### src/rtl/bcd_to_state_encoder.sv
// Debounces a held BCD digit and commits it as a small state code with a valid/ready handshake.
// Digits above MAX_CODE raise a one-cycle error pulse instead of committing.
module bcd_to_state_encoder #(
   parameter int STABLE_CYCLES = 4,
   parameter int MAX_CODE      = 4
) (
   input  logic       i_clk,
   input  logic       i_reset_n,
   input  logic [3:0] i_bcd,
   input  logic       i_bcd_valid,
   input  logic       i_ready,
   output logic [2:0] o_code,
   output logic       o_valid,
   output logic       o_err,
   output logic       o_busy
);

   typedef enum logic [2:0] {IDLE, FILTER, CHECK, OUTPUT, WAIT_RELEASE} state_t;

   localparam logic [3:0] STABLE = 4'(STABLE_CYCLES);
   localparam logic [4:0] MAX_C  = 5'(MAX_CODE);

   state_t     state, state_nxt;
   logic [3:0] cand, cand_nxt;
   logic [3:0] count, count_nxt;
   logic [2:0] code_nxt;
   logic       valid_nxt, err_nxt;

   always_comb begin
      state_nxt = state;
      cand_nxt  = cand;
      count_nxt = count;
      code_nxt  = o_code;
      valid_nxt = o_valid;
      err_nxt   = 1'b0;
      case (state)
         IDLE: begin
            if (i_bcd_valid) begin
               cand_nxt  = i_bcd;
               count_nxt = 4'd1;
               state_nxt = FILTER;
            end
         end
         FILTER: begin
            if (!i_bcd_valid) begin
               count_nxt = 4'd0;
               state_nxt = IDLE;
            end else if (i_bcd != cand) begin
               cand_nxt  = i_bcd;
               count_nxt = 4'd1;
            end else begin
               // STABLE never exceeds 15, so leaving here keeps count from wrapping
               count_nxt = count + 4'd1;
               if (count_nxt >= STABLE) state_nxt = CHECK;
            end
         end
         CHECK: begin
            count_nxt = 4'd0;
            if ({1'b0, cand} <= MAX_C) begin
               code_nxt  = cand[2:0];
               valid_nxt = 1'b1;
               state_nxt = OUTPUT;
            end else begin
               err_nxt   = 1'b1;
               state_nxt = WAIT_RELEASE;
            end
         end
         OUTPUT: begin
            if (o_valid && i_ready) begin
               valid_nxt = 1'b0;
               state_nxt = WAIT_RELEASE;
            end
         end
         WAIT_RELEASE: begin
            if (!i_bcd_valid) state_nxt = IDLE;
         end
         default: state_nxt = IDLE;
      endcase
   end

   always_ff @(posedge i_clk) begin
      if (!i_reset_n) begin
         state   <= IDLE;
         cand    <= 4'd0;
         count   <= 4'd0;
         o_code  <= 3'd0;
         o_valid <= 1'b0;
         o_err   <= 1'b0;
         o_busy  <= 1'b0;
      end else begin
         state   <= state_nxt;
         cand    <= cand_nxt;
         count   <= count_nxt;
         o_code  <= code_nxt;
         o_valid <= valid_nxt;
         o_err   <= err_nxt;
         o_busy  <= (state_nxt != IDLE);
      end
   end

endmodule

### config.mk
export PLATFORM = sky130hd
export DESIGN_NAME = bcd_to_state_encoder
export DESIGN_NICKNAME = d
export VERILOG_FILES = /design/src/rtl/bcd_to_state_encoder.sv
export SDC_FILE = /design/constraint.sdc
export NUM_CORES = 1
export LEC_CHECK = 0
export CAP_MARGIN = 10
export CORE_MARGIN = 2
export CORE_UTILIZATION = 45
export DETAILED_ROUTE_END_ITERATION = 12
export HOLD_SLACK_MARGIN = 0.1
export PLACE_DENSITY = 0.69
export SYNTH_ARGS = -nofsm -noshare
export SYNTH_HDL_FRONTEND = slang
export SYNTH_SLANG_ARGS = --single-unit
### constraint.sdc
create_clock -name i_clk -period 2.85 [get_ports i_clk]
set_input_delay 0.57 -clock i_clk [delete_from_list [all_inputs] [get_ports i_clk]]
set_output_delay 0.57 -clock i_clk [all_outputs]
set_load 0.01 [all_outputs]
==> impl_summary.md, run 1 <==
Status
The run finished with clean final reports.

Final layout
The number of antenna cells inserted is 0. In the final layout, the share of cells above drive strength 1 is 8.93%. The library cells used most frequently in the layout, excluding fill and tap cells, are 17 x dfxtp_1, 13 x nor2_1, 13 x clkdlybuf4s50_1, 7 x mux2i_1, 6 x nand2_1. The commonest non-fill, non-tap cell in the layout is dfxtp_1. The final layout contains 122 nets. At the end of the flow the core is filled with cells to 59.2%. The area growth from synthesis to final layout is 20.1%.

Global route
Summed over all layers, the global routing overflow is 0. The number of antenna violations at the first check in global routing is 0. In the global route stage, overall resource usage came out at 17.4%. The number of global-route vias before repair is 631. The first global-routing pass estimated 2810 um of wire.

Entering global routing, the biggest net connects 14 pins.

Clock tree
The post-CTS clock slew at the launch and capture registers of the worst setup and hold paths is 0.11 ns. The CTS buffer count is 3. The maximum level of the CTS H-tree is 1. The clock reaches the later pin of the worst-skew pair after 0.28 ns. The master cell of the clock root buffer is clkbuf_4. Buffers inserted to repair hold after CTS numbered 0. CTS saw 17 sinks. The clock tree buffer depth is 2.

The number of instances resized during post-cts repair is 0. TritonCTS built the clock tree. In this run the post-CTS setup repair buffer count came out at 0.

Die
The top-level I/O count is 14. The area of the die is 2320 um^2. Once the floorplan was initialized, standard cells occupied 49.3% of the core. The placeable core region is 1780 um^2.

The y dimension of the die is 48.2 um. Row generation in the floorplan step produced 15 rows. The die width is 48.2 um.

Synthesis
In the synthesized netlist the async set-or-reset flop fraction comes to 0%. The post-synth net total is 107. The synthesized netlist contains 36 unique library cells. The total number of yosys warnings is 0.

The combined area of all synthesized cells is 880 um^2. The post-synthesis sequential area ratio is 38.7%. In this run, synthesis inferred 0 flip-flops with an integrated enable. The number of instances in the synthesized netlist is 98. Counting flops and latches in the post-synthesis netlist gives 17. The post-synthesis average cell area is 8.98 um^2. The dominant register cell in the synthesized netlist is dfxtp_1.

Timing
The final period utilization is 67.2%. The final critical-path setup slack is 0.934 ns. The routed design could run at a clock period as short as 1.92 ns.

In this run the tightest slew margin relative to its limit is 59.8%. The hold slack is 0.512 ns. Setup repair after global routing left no endpoint under its margin. The final hold violation count is 0.

The worst-case clock skew is 0.00513 ns. The count of endpoints failing setup in the final report is 0. Derived from the worst setup path, the maximum achievable clock frequency is 522 MHz. The count of final max-slew check failures is 0.

For the pin with the worst max-slew slack, the measured transition is 0.597 ns. The setup total negative slack is 0 ns.

Placement
At the end of routability-driven placement, the weighted congestion stood at 0.803. In this run the tool buffered the top-level ports with 13 buffer cells. OpenSTA, run right after detailed placement, puts the worst setup slack at 0.637 ns. The detailed placement HPWL is 1340 um.

Route
Dividing the detail-routed via count by the number of cells gives 5.45. Summed over all layers, the routed wires come to 1770 um. The initial DRC count is 9.

The via total after detailed routing is 747. The number of search-and-repair iterations in the first detailed-routing pass is 4. The count of nets left with antenna violations once routing finished came out at 0.

The total DRC errors in the routed layout is 0. After detailed routing, the average wire length per cell comes to 12.9 um.

Setup path
The class of the most critical setup path is input pin to flop. The endpoint required time on the critical path is 3.04 ns. The combined buffer and inverter count along the critical path is 1. The depth of the most critical reg-to-reg path is 4. The element type at the critical path start is an input pin. The cell with the largest stage delay on the worst path is nor4_4.

Walking the worst path, the cells encountered are clkdlybuf4s50_1 > xor2_1 > nor4_4 > o21ai_2 > a2111oi_2. STA puts the critical path data arrival time at 2.11 ns. On the worst path, the slowest cell contributes a delay of 0.47 ns. The reg-to-reg setup timing slack is 1.09 ns.

The endpoint of the worst-slack reg-to-reg timing path is o_code[1]. The worst setup path is captured at a flop. The largest fanout of any net on the critical path is 7. On the critical path the largest part of the delay comes from simple AND/OR/NAND/NOR gates. The startpoint of the most critical register-to-register path is state[1].

Pwr
For this design the ratio of total power to cell area is 411 nW/um^2. Summed over all cells, the static leakage comes to 0.383 nW. The total power is 0.434 mW. The peak supply drop is 0.359 mV.

Flow run
The max-capacitance violation count is 0.

Hold path
The end point of the worst hold path is o_code[2]. The startpoint identified for the worst hold timing path is o_code[2]. The worst hold path passes through 2 cells.

The min-delay analysis places its worst path in the category flop to flop.
## per-stage QoR
step	cell area (um^2)	std cells
after global placement	1030	133
final	1060	137
after floorplan	880	98
after CTS	1060	137
after detailed placement	1030	133
after global routing	1060	137
## worst reg2reg max path, stage by stage, from the launching register on
cell and delay [ns]:
dfxtp_1 0.53, nand2b_1 0.23, nor4_2 0.57, mux2i_1 0.27, nor2_1 0.05
## cells by family (layout without fill, tap and decap cells)
| logic type | Yosys count | in the layout | synth area share [%] |
|---|---|---|---|
| flip-flops | 17 | 17 | 38.7 |
| multiplexers | 7 | 7 | 7.97 |
| XOR/XNOR | 5 | 5 | 4.98 |
| AND/OR/NAND/NOR | 38 | 38 | 23.8 |
| adder cells (fa/ha/maj) | 1 | 1 | 1.42 |
| AO/OA/AOI/OAI | 23 | 23 | 20.1 |
| buffers and inverters | 7 | 21 | 3.13 |
## report_power, final
part           internal [mW]  total, mW  switching, mW
sequential             0.244      0.252        0.00879
clock                 0.0520      0.129         0.0770
combinational         0.0252     0.0530         0.0278
## cells in the mapped netlist (all sizes together), types with 3 or more instances
master / number / share of area [%]
dfxtp: 17 / 39
nor2: 14 / 6.3
mux2i: 7 / 8.0
nand2: 6 / 2.6
a21oi: 5 / 2.8
nor2b: 5 / 3.6
inv: 4 / 1.7
xor2: 4 / 4.0
nand2b: 3 / 2.1
nand3: 3 / 1.7
nor4: 3 / 4.6
o21ai: 3 / 2.1
## worst max path at each step
stage                     startpoint       end  cells past startpoint
after CTS                   i_bcd[2]  state[1]                      5
after global routing        i_bcd[2]  state[1]                      5
final                       i_bcd[2]  state[1]                      5
after floorplan             i_bcd[2]  state[1]                      4
after global placement      i_bcd[2]  state[1]                      5
after detailed placement    i_bcd[2]  state[1]                      5
## metal layers
metal | vias to the layer above | GRT usage [%] | wire length [um]
li1 | 382 | - | -
met1 | 354 | 25.1 | 915
met2 | 11 | 26.3 | 802
met3 | 0 | 4.44 | 55
met4 | 0 | 3.24 | 0
met5 | - | 0 | 0
## layout make-up
| cell class | count | area [um^2] |
|---|---|---|
| Fill cell | 165 | 727 |
| Clock buffer | 3 | 22.5 |
| Tap cell | 25 | 31.3 |
| Timing Repair Buffer | 13 | 130 |
| Multi-Input combinational cell | 74 | 512 |
| Inverter | 4 | 15.0 |
| Clock inverter | 1 | 5.00 |
| Sequential cell | 17 | 340 |
## registers in the layout (all words and copies together) (netlist names)
name / cells
o_valid: 1
count: 4
o_err: 1
state: 3
cand: 4
o_busy: 1
o_code: 3
Power figures use the tool's default switching activity.
==> run 2, diff against run 1 <==
- clock period: 2.85 -> 2 ns (I/O delays scaled with it)
==> run 2 against run 1 <==
First-iteration DRC count increased by 100%. Hold slack improved by 0.0014 ns. Die area unchanged. Setup slack got worse by 0.59 ns. Clock skew decreased by 0.0037 ns. Critical path depth decreased by 1. Design area increased by 2.1%. Cell count increased by 2.2%. Wire length increased by 2.9%. Highest routed layer is now met4.
==> impl_summary.md, run 2 (synthesis gave the netlist of run 1 again) <==
Setup path
The class of the most critical setup path is flop to flop. The type of element capturing the critical path is a flop. At the worst endpoint, the required time is 2.19 ns.

The worst setup path is launched from a flop. The largest fanout of any net on the critical path is 10. The critical path arrival is 1.85 ns.

Global route
The number of global-route vias before repair is 647. The global routing stage identified its most utilized layer as met2. Global routing used 23.9% of the available met1 tracks.

The met2 global-route usage is 27.9%. For this run, global-route usage on met3 was measured as 4.44%. Global routing used 18.4% of the available tracks across all layers. The first global-routing pass estimated 2900 um of wire. After global routing the overflow that remains totals 0. The number of antenna violations at the first check in global routing is 0. The largest net degree at the start of global routing is 14.

Clock tree
TritonCTS built the clock tree. The quantity of hold-fixing buffers added after cts is 0. The insertion delay of the later-clocked pin in the worst-skew pair is 0.29 ns. The master cell of the clock root buffer is clkbuf_4. The maximum level of the CTS H-tree is 1. Gates resized during post-CTS repair numbered 0. The clock passes through at most 2 buffers. The clock drives 17 sinks. The CTS buffer count is 3. The post-CTS clock slew at the launch and capture registers of the worst setup and hold paths is 0.10 ns. Once the clock tree was built, the setup fixing pass inserted 0 buffers.

Die
The die is 48.2 um tall. The top-level I/O count is 14. The placeable core region is 1780 um^2. The area of the die is 2320 um^2. The die width is 48.2 um. The initial cell density of the core is 49.3%. The floorplan has 15 rows.

Hold path
The min-delay analysis places its worst path in the category flop to flop.

Timing
Setup violations remaining at the end of the flow were counted as 0. The final hold violation count is 0. The post-layout minimum cycle time is 1.66 ns. The setup total negative slack is 0 ns.

At the pin with the least slew margin, the transition time is 0.548 ns. The hold slack is 0.513 ns. The worst max-slew margin expressed relative to the limit is 63.2%. Setup repair after global routing left no endpoint under its margin. The worst-case clock skew is 0.00138 ns. The count of final max-slew check failures is 0. The achievable frequency is 602 MHz.

Dividing the final minimum period by the clock period gives 83.0%.

Status
The run finished with clean final reports.

Pwr
The total power is 0.626 mW. VDD sags by at most 0.427 mV. Power spread over the standard cell area amounts to 581 nW/um^2. The static leakage is 0.399 nW.

Route
In this run the remaining antenna-violating nets after routing total 0. The total DRC errors in the routed layout is 0. The number of search-and-repair iterations in the first detailed-routing pass is 4. The detailed router finished its first iteration with 18 violations. Summed over all layers, the routed wires come to 1830 um. The wire length per cell after detailed routing is 13.0 um. The detailed router placed 754 vias in this run. After detailed routing, the number of vias per cell comes to 5.39.

Final layout
The fraction of layout cells with a size suffix above 1 is 11.3%. Registers take 340 um^2. The top cell types in the final layout, fill and taps aside, are 17 x dfxtp_1, 13 x nor2_1, 13 x clkdlybuf4s50_1, 7 x mux2i_1, 6 x nand2_1.

Counting the fill cells in the layout gives 160. In the final layout, the multi-input gates occupy 512 um^2. The library cell used most frequently in the layout, excluding fill and tap cells, is dfxtp_1. From synthesis to final layout, the design area changed by 22.6%. The number of antenna cells inserted is 0. The largest registers in the layout are cand: 4 flops, count: 4 flops. The net count of the finished layout is 125.

Placement
The detailed placement HPWL is 1380 um. The port buffer count is 13. The final estimated routing congestion in global placement is 0.906.

Flow run
The max-capacitance violation count is 0.
-- run 2: cell types whose count changed in the layout (fill, tap and decap cells not counted) --
cell	change
buf_4	+3
-- run 2: cell type report --
cell class / instances / share of cell area [%]
clock inverter: 1 / 0.464
inverter: 4 / 1.39
timing repair buffer: 16 / 14.2
clock buffer: 3 / 2.09
sequential: 17 / 31.6
tap: 25 / 2.90
multi-input combinational: 74 / 47.4
-- run 2: power breakdown --
part	switching [mW]	internal, mW	total (mW)
registers	0.0120	0.347	0.359
clock network	0.112	0.0745	0.186
logic	0.0410	0.0401	0.0811
-- run 2: path summary, 6_finish.rpt --
check / from / endpoint / slack [ns] / depth (start not counted)
min: o_code[2] / o_code[2] / 0.51 / 2
max: state[1] / o_code[1] / 0.34 / 4
max reg2reg: state[1] / o_code[1] / 0.34 / 4
min reg2reg: o_code[2] / o_code[2] / 0.51 / 2
-- run 2: routing by layer --
metal  part of all wire, %  up-vias  wire length [um]
met3                   2.9        4                53
met4                   2.4        0                44
met1                    50      345               905
met2                    45       13               822
li1                      -      392                 -
met5                     0        -                 0
-- run 2: through the flow --
step	std cells	setup WS (ns)	area, um^2	utilization, %
finish	140	0.340	1080	60.5
global route	140	0.196	1080	60.5
CTS	140	0.336	1080	60.5
detailed placement	136	0.0780	1050	58.9
global placement	136	0.115	1050	58.9
floorplan	98	0.520	880	-
-- run 2: critical path, stage by stage (launching register included) --
cell	delay (ns)
dfxtp_1	0.51
nand2b_1	0.21
nor4_2	0.52
mux2i_1	0.25
nor2_1	0.05
